**config.mk**
```make
export PLATFORM = sky130hd
export DESIGN_NAME = seq_restoring_divider
export DESIGN_NICKNAME = d
export VERILOG_FILES = /design/src/rtl/seq_restoring_divider.sv
export SDC_FILE = /design/constraint.sdc
export NUM_CORES = 1
export LEC_CHECK = 0
export CORE_MARGIN = 1.5
export CORE_UTILIZATION = 40
export CTS_CLUSTER_DIAMETER = 200
export CTS_CLUSTER_SIZE = 30
export DETAILED_ROUTE_END_ITERATION = 8
export HOLD_SLACK_MARGIN = 0.06
export PLACE_DENSITY = 0.58
export SLEW_MARGIN = 20
export SYNTH_ARGS = -nofsm -noshare
export SYNTH_HDL_FRONTEND = slang
export SYNTH_SLANG_ARGS = --single-unit
```
**constraint.sdc**
```tcl
create_clock -name clock -period 7.5 [get_ports clock]
set_input_delay 1.125 -clock clock [delete_from_list [all_inputs] [get_ports clock]]
set_output_delay 1.125 -clock clock [all_outputs]
set_load 0.02 [all_outputs]
```
**src/rtl/seq_restoring_divider.sv**
```systemverilog
// Sequential restoring divider, one quotient bit per clock.
// Define DIVIDER_SIGNED_EN for two's-complement operands.

module full_adder (
   input  logic a_i,
   input  logic b_i,
   input  logic c_i,
   output logic s_o,
   output logic c_o
);
   assign s_o = a_i ^ b_i ^ c_i;
   assign c_o = (a_i & b_i) | (c_i & (a_i ^ b_i));
endmodule

module seq_restoring_divider #(
   parameter int WIDTH = 4
) (
   input  logic             clock,
   input  logic             reset,
   input  logic             start,
   input  logic [WIDTH-1:0] Data_in_Dividend,
   input  logic [WIDTH-1:0] Data_in_Divisor,
   output logic             Data_out_Ready,
   output logic             Data_out_Valid,
   output logic [WIDTH-1:0] Data_out_Quotient,
   output logic [WIDTH-1:0] Data_out_Remainder,
   output logic             Data_out_Div_By_Zero
);
   localparam int IW = $clog2(WIDTH);
   localparam logic [IW-1:0] ITER_INIT = IW'(WIDTH - 1);

   typedef enum logic [1:0] {
      S_IDLE,
      S_RUN,
      S_ZDIV,
      S_DONE
   } state_t;

   state_t state_q, state_d;
   logic [IW-1:0]    iter_q, iter_d;
   logic [WIDTH-1:0] dvd_q, dvd_d;
   logic [WIDTH-1:0] dvs_q, dvs_d;
   logic [WIDTH-1:0] rem_q, rem_d;
   logic [WIDTH-1:0] quo_q, quo_d;
   logic [WIDTH-1:0] qo_q, qo_d;
   logic [WIDTH-1:0] ro_q, ro_d;
   logic             dbz_q, dbz_d;

   logic             accept;
   logic [WIDTH-1:0] dvd_in, dvs_in;
   logic [WIDTH-1:0] quo_next, rem_next;
   logic [WIDTH-1:0] quo_fix, rem_fix, zrem;
   logic [WIDTH:0]   p_sh, b_inv, diff, rem_full;
   logic [WIDTH+1:0] carry;
   logic             qbit;
   logic             unused_msb;

   assign Data_out_Ready = (state_q == S_IDLE) || (state_q == S_DONE);
   assign Data_out_Valid = (state_q == S_DONE);
   assign Data_out_Quotient = qo_q;
   assign Data_out_Remainder = ro_q;
   assign Data_out_Div_By_Zero = dbz_q;
   assign accept = start && Data_out_Ready;

   // Trial subtract: P' + ~{0,divisor} + 1, carry-out means no borrow
   assign p_sh = {rem_q, dvd_q[WIDTH-1]};
   assign b_inv = ~{1'b0, dvs_q};
   assign carry[0] = 1'b1;

   for (genvar i = 0; i <= WIDTH; i++) begin : g_sub
      full_adder u_fa (
         .a_i (p_sh[i]),
         .b_i (b_inv[i]),
         .c_i (carry[i]),
         .s_o (diff[i]),
         .c_o (carry[i+1])
      );
   end

   assign qbit = carry[WIDTH+1];
   assign rem_full = qbit ? diff : p_sh;
   assign rem_next = rem_full[WIDTH-1:0];
   assign unused_msb = rem_full[WIDTH];
   assign quo_next = {quo_q[WIDTH-2:0], qbit};

`ifdef DIVIDER_SIGNED_EN
   localparam logic [WIDTH-1:0] ONE = {{(WIDTH-1){1'b0}}, 1'b1};
   logic dneg_q, dneg_d;
   logic qneg_q, qneg_d;
   logic dvd_neg, dvs_neg;

   assign dvd_neg = Data_in_Dividend[WIDTH-1];
   assign dvs_neg = Data_in_Divisor[WIDTH-1];
   assign dvd_in = dvd_neg ? ~Data_in_Dividend + ONE : Data_in_Dividend;
   assign dvs_in = dvs_neg ? ~Data_in_Divisor + ONE : Data_in_Divisor;
   assign quo_fix = qneg_q ? ~quo_next + ONE : quo_next;
   assign rem_fix = dneg_q ? ~rem_next + ONE : rem_next;
   // Negating the stored magnitude recovers the original dividend
   assign zrem = dneg_q ? ~dvd_q + ONE : dvd_q;

   always_comb begin
      dneg_d = dneg_q;
      qneg_d = qneg_q;
      if (accept) begin
         dneg_d = dvd_neg;
         qneg_d = dvd_neg ^ dvs_neg;
      end
   end

   always_ff @(posedge clock) begin
      if (reset) begin
         dneg_q <= 1'b0;
         qneg_q <= 1'b0;
      end else begin
         dneg_q <= dneg_d;
         qneg_q <= qneg_d;
      end
   end
`else
   assign dvd_in = Data_in_Dividend;
   assign dvs_in = Data_in_Divisor;
   assign quo_fix = quo_next;
   assign rem_fix = rem_next;
   assign zrem = dvd_q;
`endif

   always_comb begin
      state_d = state_q;
      iter_d = iter_q;
      dvd_d = dvd_q;
      dvs_d = dvs_q;
      rem_d = rem_q;
      quo_d = quo_q;
      qo_d = qo_q;
      ro_d = ro_q;
      dbz_d = dbz_q;
      unique case (state_q)
         S_IDLE, S_DONE: begin
            state_d = S_IDLE;
            if (start) begin
               dvd_d = dvd_in;
               dvs_d = dvs_in;
               rem_d = '0;
               quo_d = '0;
               iter_d = ITER_INIT;
               state_d = (Data_in_Divisor == '0) ? S_ZDIV : S_RUN;
            end
         end
         S_RUN: begin
            dvd_d = {dvd_q[WIDTH-2:0], 1'b0};
            rem_d = rem_next;
            quo_d = quo_next;
            if (iter_q == '0) begin
               qo_d = quo_fix;
               ro_d = rem_fix;
               dbz_d = 1'b0;
               state_d = S_DONE;
            end else begin
               iter_d = iter_q - 1'b1;
            end
         end
         S_ZDIV: begin
            qo_d = '1;
            ro_d = zrem;
            dbz_d = 1'b1;
            state_d = S_DONE;
         end
         default: state_d = S_IDLE;
      endcase
   end

   always_ff @(posedge clock) begin
      if (reset) begin
         state_q <= S_IDLE;
         iter_q <= '0;
         dvd_q <= '0;
         dvs_q <= '0;
         rem_q <= '0;
         quo_q <= '0;
         qo_q <= '0;
         ro_q <= '0;
         dbz_q <= 1'b0;
      end else begin
         state_q <= state_d;
         iter_q <= iter_d;
         dvd_q <= dvd_d;
         dvs_q <= dvs_d;
         rem_q <= rem_d;
         quo_q <= quo_d;
         qo_q <= qo_d;
         ro_q <= ro_d;
         dbz_q <= dbz_d;
      end
   end
endmodule
```
# Word-level counts from Yosys, hierarchy flattened
# Cells that the tools add are included.
[op_classes]
n_addsub = 1
n_eq_ne = 6
muxes = 19
bitwise = 24
n_reduce_logical = 11
[ops]
columns = ["op", "count"]
rows = [
  ["$pmux W4 S2", 4],
  ["$mux W4", 5],
  ["$mux W2", 5],
  ["$and A1 B1 Y1", 9],
  ["$xor A1 B1 Y1", 8],
  ["$ne A2 B2 Y1 const B", 3],
  ["$pmux W2 S3", 1],
  ["$pmux W3 S2", 1],
  ["$reduce_and A2 Y1", 3],
  ["$not A4 Y5", 1],
  ["$or A1 B1 Y1", 5],
  ["$eq A2 B2 Y1 const B", 2],
  ["$logic_not A2 Y1", 2],
  ["$logic_not A4 Y1", 1],
  ["$pmux W2 S2", 1],
  ["$reduce_bool A2 Y1", 2],
  ["$reduce_and A3 Y1", 1],
  ["$eq A2 B1 Y1 const B", 1],
  ["$pmux W1 S2", 1],
  ["$reduce_or A2 Y1", 1],
  ["$sub A2 B1 Y2 const B", 1],
  ["$logic_or A1 B1 Y1", 1],
  ["$mux W1", 1],
  ["$not A1 Y1", 1],
]
[totals]
ff_bits = 28
out_inout_bits = 11

# Depth between registers and ports, before layout
[logic_depth]
depth_word = 14
ltp_mapped = 10
depth_no_buf = 9

# Hierarchy
# A second synthesis with hierarchy kept.
[unflattened]
hier_cells = 152
hier_area_um2 = 1391.3
[modules_own_cells]
columns = ["mod", "n_inst", "cells_each", "area_per_inst_um2"]
rows = [
  ["seq_restoring_divider", 1, 147, 1291.2],
  ["full_adder", 5, 1, 20.0],
]

# Worst setup path before layout
# OpenSTA, ideal clock, no wires.
[synth_timing]
kind = "register -> register"
from = "register dvd_q[3]"
to = "register rem_q[1]"
arrival_time_ns = 2.428
setup_slack_ns = 4.940
stages_incl_launch_ff = 11
n_path_buf = 1
period_less_slack_ns = 2.560
cell_sequence = "dfxtp_1 inv_1 ha_1 inv_1 fa_1 fa_1 fa_1 or2_2 clkbuf_1 mux2i_1 o32ai_1"
[synth_between]
elab_chain_cells = 12
[synth_lines]
columns = ["element", "line_no", "source"]
rows = [
  ["from (decl)", "41", "logic [WIDTH-1:0] dvd_q, dvd_d;"],
  ["from (signal assigned)", "186", "dvd_q <= dvd_d;"],
  ["$and A1 B1 Y1 or $xor A1 B1 Y1 (tied branches)", "12", "assign c_o = (a_i & b_i) | (c_i & (a_i ^ b_i));"],
  ["$or A1 B1 Y1 (*)", "12", ""],
  ["$and A1 B1 Y1", "12", ""],
  ["$or A1 B1 Y1", "12", ""],
  ["$and A1 B1 Y1", "12", ""],
  ["$or A1 B1 Y1", "12", ""],
  ["$and A1 B1 Y1", "12", ""],
  ["$or A1 B1 Y1", "12", ""],
  ["$and A1 B1 Y1", "12", ""],
  ["$or A1 B1 Y1", "12", ""],
  ["$mux W4 (*)", "81", "assign rem_full = qbit ? diff : p_sh;"],
  ["$pmux W4 S2 (*)", "137", "unique case (state_q)"],
  ["to (signal assigned)", "188", "rem_q <= rem_d;"],
  ["to (decl)", "43", "logic [WIDTH-1:0] rem_q, rem_d;"],
]
# Every way passes the cells marked *; elsewhere a longest branch is shown, timed or not.
# A chain may end at the register's enable or synchronous reset.

# Worst setup path in the final report
[layout_timing]
from = "register state_q[0]"
to = "output port Data_out_Ready"
[layout_between]
elab_chain_cells = 2
[layout_lines]
columns = ["element", "line_no", "source"]
rows = [
  ["from (decl)", "39", "state_t state_q, state_d;"],
  ["from (signal assigned)", "184", "state_q <= state_d;"],
  ["$eq A2 B2 Y1 or $logic_not A2 Y1 (tied branches)", "58", "assign Data_out_Ready = (state_q == S_IDLE) || (state_q == S_DONE);"],
  ["$logic_or A1 B1 Y1 (*)", "58", ""],
  ["to (decl)", "23", "output logic Data_out_Ready,"],
]
# Marked as above.

==> results.py <==
metrics = {
    "sta": {
        "fin_tns_setup_ns": 0,
        "finalHoldViolations": 0,
        "slew_viol_final": 0,
        "max_freq_ghz": 0.321,
        "relSlewSlack_pct": 45.8,
        "holdWs_ns": 0.467,
        "max_slew.worst_pin.slew_ns": 0.813,
        "period_share_pct": 41.5,
        "finalClockSkew_ns": 0.00291,
        "setup_viol": 0,
        "layout_min_cycle_time_ns": 3.11,
        "rsz0062_at_grt": "no",
    },
    "placement": {
        "gp_congestion": 0.733,
        "dp_hpwl_mm": 2.17,
        "dp_cells": 209,
        "place.port_buffers": 21,
    },
    "critical_path": {
        "required_ns": 6.38,
        "startpoint": "state_q[0]",
        "crit_path_end_kind": "output pin",
        "arrival_ns": 1.99,
        "startpoint_type": "flop",
        "r2r_cells": 9,
        "rrSetupSlack_ns": 4.70,
        "crit_end": "Data_out_Ready",
        "r2r_start": "dvd_q[3]",
        "worstPathMaxFanout": 11,
        "worstReg2RegEnd": "rem_q[1]",
        "critPathKind": "flop to output pin",
    },
    "logic_synthesis": {
        "synth_top_area_cell": "dfxtp_1",
        "syn_nets": 172,
        "synth.area.top_cells": "dfxtp_1 40%, mux2i_1 5.0%, a21oi_1 4.6%, ha_1 4.5%, fa_1 4.3%",
        "netlist_area_mm2": 0.00141,
        "yosysSeqAreaShare_pct": 39.9,
        "yosysWarnings": 0,
        "synth_cell_type_count": 34,
        "netlist.area_leader.share_pct": 39.9,
        "ys_ff_latch": 28,
        "syn_avg_cell_area_um2": 9.18,
        "postSynthCellCount": 153,
    },
    "detailed_routing": {
        "viasPerCell": 5.42,
        "firstDrtPassIters": 4,
        "drc": 0,
        "vias": 1148,
        "wirelength_mm": 3.04,
        "ant_nets": 0,
        "drtIter0Drc": 40,
        "wl_per_cell_um": 14.3,
    },
    "floorplanning": {
        "start_util_pct": 41.8,
        "die_h_um": 62.3,
        "io_pins": 22,
        "dieArea_mm2": 0.00388,
        "die_w_um": 62.3,
        "num_rows": 21,
        "core_area_mm2": 0.00336,
    },
    "pwr": {
        "combPwrFrac_pct": 56.0,
        "p_sw_share_pct": 44.2,
        "p_int_w": 0.000368,
        "p_sw_w": 0.000291,
        "irDropWorstVdd_v": 0.000175,
        "p_per_area_mw_per_mm2": 405,
        "leakage_nw": 0.580,
        "p_clk_share_pct": 9.5,
        "power_frac_seq_pct": 34.5,
    },
    "cells_and_area": {
        "drive_gt1_share_pct": 7.23,
        "area_growth_pct": 15.9,
        "n_fill_cell": 361,
        "final_cell_mix": "28 x dfxtp_1, 20 x clkdlybuf4s50_1, 13 x inv_1, 13 x a21oi_1, 12 x nand2_1",
        "fin_cells": 212,
        "diodes": 0,
        "layout_commonest_cell": "dfxtp_1",
        "final_nets": 187,
    },
    "grt": {
        "grt-ovfl-total": 0,
        "antenna_found_initial": 0,
        "busiest_layer": "met2",
        "grt_use_met2_pct": 29.2,
        "grtUsageTotal_pct": 16.9,
        "met3_usage_pct": 2.54,
        "grt_start_max_net_pins": 34,
        "use_met1_pct": 21.8,
        "grt_pass1_vias": 1143,
        "grt_first_pass_wirelength_mm": 5.35,
    },
    "run_status": {
        "outcome": "completed",
    },
    "cts": {
        "clock-sinks": 28,
        "ctsHtreeMaxLevel": 1,
        "cts-root-buf": "clkbuf_4",
        "post_cts_buffers": 0,
        "post_cts_resized": 0,
        "cts_tree": "done",
        "cts_inserted_buffers": 3,
        "clock_path_buffers": 2,
        "postCtsHoldBufs": 0,
        "clk_pin_slew_ns": 0.15,
        "clock_latency_ns": 0.32,
    },
    "min_path": {
        "hold_path_class": "flop to flop",
    },
    "run": {
        "maxCapViolations": 0,
    },
}
==> kinds of logic after synthesis <==
| group | Yosys count | share of synthesized area, % |
|---|---|---|
| compound gates | 36 | 18.5 |
| fa+ha+maj | 8 | 8.73 |
| buf+inv | 24 | 7.84 |
| flops | 28 | 39.9 |
| mux | 10 | 7.84 |
| simple gates | 47 | 17.2 |
==> how the worst min path moves through the flow <==
stage / start / end / slack [ns] / cells past startpoint
finish: dvs_q[1] / dvs_q[1] / 0.47 / 2
global route: dvs_q[2] / dvs_q[2] / 0.48 / 2
CTS: dvs_q[1] / dvs_q[1] / 0.47 / 2
detailed placement: dvs_q[1] / dvs_q[1] / 0.45 / 2
global placement: quo_q[2] / quo_q[2] / 0.45 / 2
floorplan: quo_q[2] / quo_q[2] / 0.43 / 2
==> registers in the layout (all words and copies together), names as in the netlist <==
register and flops:
Data_out_Div_By_Zero 1, Data_out_Quotient 4, Data_out_Remainder 4, dvd_q 4
dvs_q 4, iter_q 2, quo_q 3, rem_q 4
state_q 2
==> critical path, cell delays in order (launching register included) <==
cell and delay (ns):
dfxtp_1 0.41, inv_1 0.06, ha_1 0.51, clkdlybuf4s50_1 0.68
==> layer usage <==
metal | wire (um) | vias to the layer above
li1 | - | 568
met1 | 1440 | 560
met2 | 1490 | 18
met3 | 93 | 2
met4 | 19 | 0
met5 | 0 | -
==> synth_stat cells, drive strengths merged <==
cell type  number
dfxtp          28
nand3b          4
o32ai           3
o22ai           3
clkbuf          5
a21oi          13
buf             6
nor3            3
ha              5
a311oi          4
nor2b           1
nor2           11
o21ai           1
nor4            1
o2111ai         1
a211oi          7
nand2          12
or2             1
o211ai          3
mux2            2
nand3           7
or3             2
inv            13
nand2b          2
fa              3
mux2i           8
o221ai          1
nand4b          3
==> power by group through the flow <==
stage               Combinational, W  Clock [W]  Sequential [W]
floorplan                   0.000261          0        0.000245
CTS                         0.000371  0.0000653        0.000228
detailed placement          0.000369          0        0.000231
global placement            0.000362          0        0.000229
global route                0.000409  0.0000728        0.000235
finish                      0.000369  0.0000626        0.000228
==> cell type report <==
cell class | count | area, um^2 | share of cell area, %
Multi-Input combinational cell | 101 | 734 | 45.1
Sequential cell | 28 | 561 | 34.4
Timing Repair Buffer | 21 | 205 | 12.6
Tap cell | 46 | 57.6 | 3.53
Inverter | 13 | 48.8 | 3.00
Clock buffer | 3 | 22.5 | 1.38
==> stage by stage <==
stage	cell area (um^2)	setup WS [ns]	total power, W	util [%]
2_1_floorplan	1410	4.94	0.000506	-
3_3_place_gp	1610	4.49	0.000590	47.9
3_5_place_dp	1610	4.46	0.000600	47.9
4_1_cts	1630	4.38	0.000664	48.6
5_1_grt	1630	4.24	0.000716	48.4
6_report	1630	4.39	0.000659	48.4
Note: power is estimated with default switching activity, not from simulation.
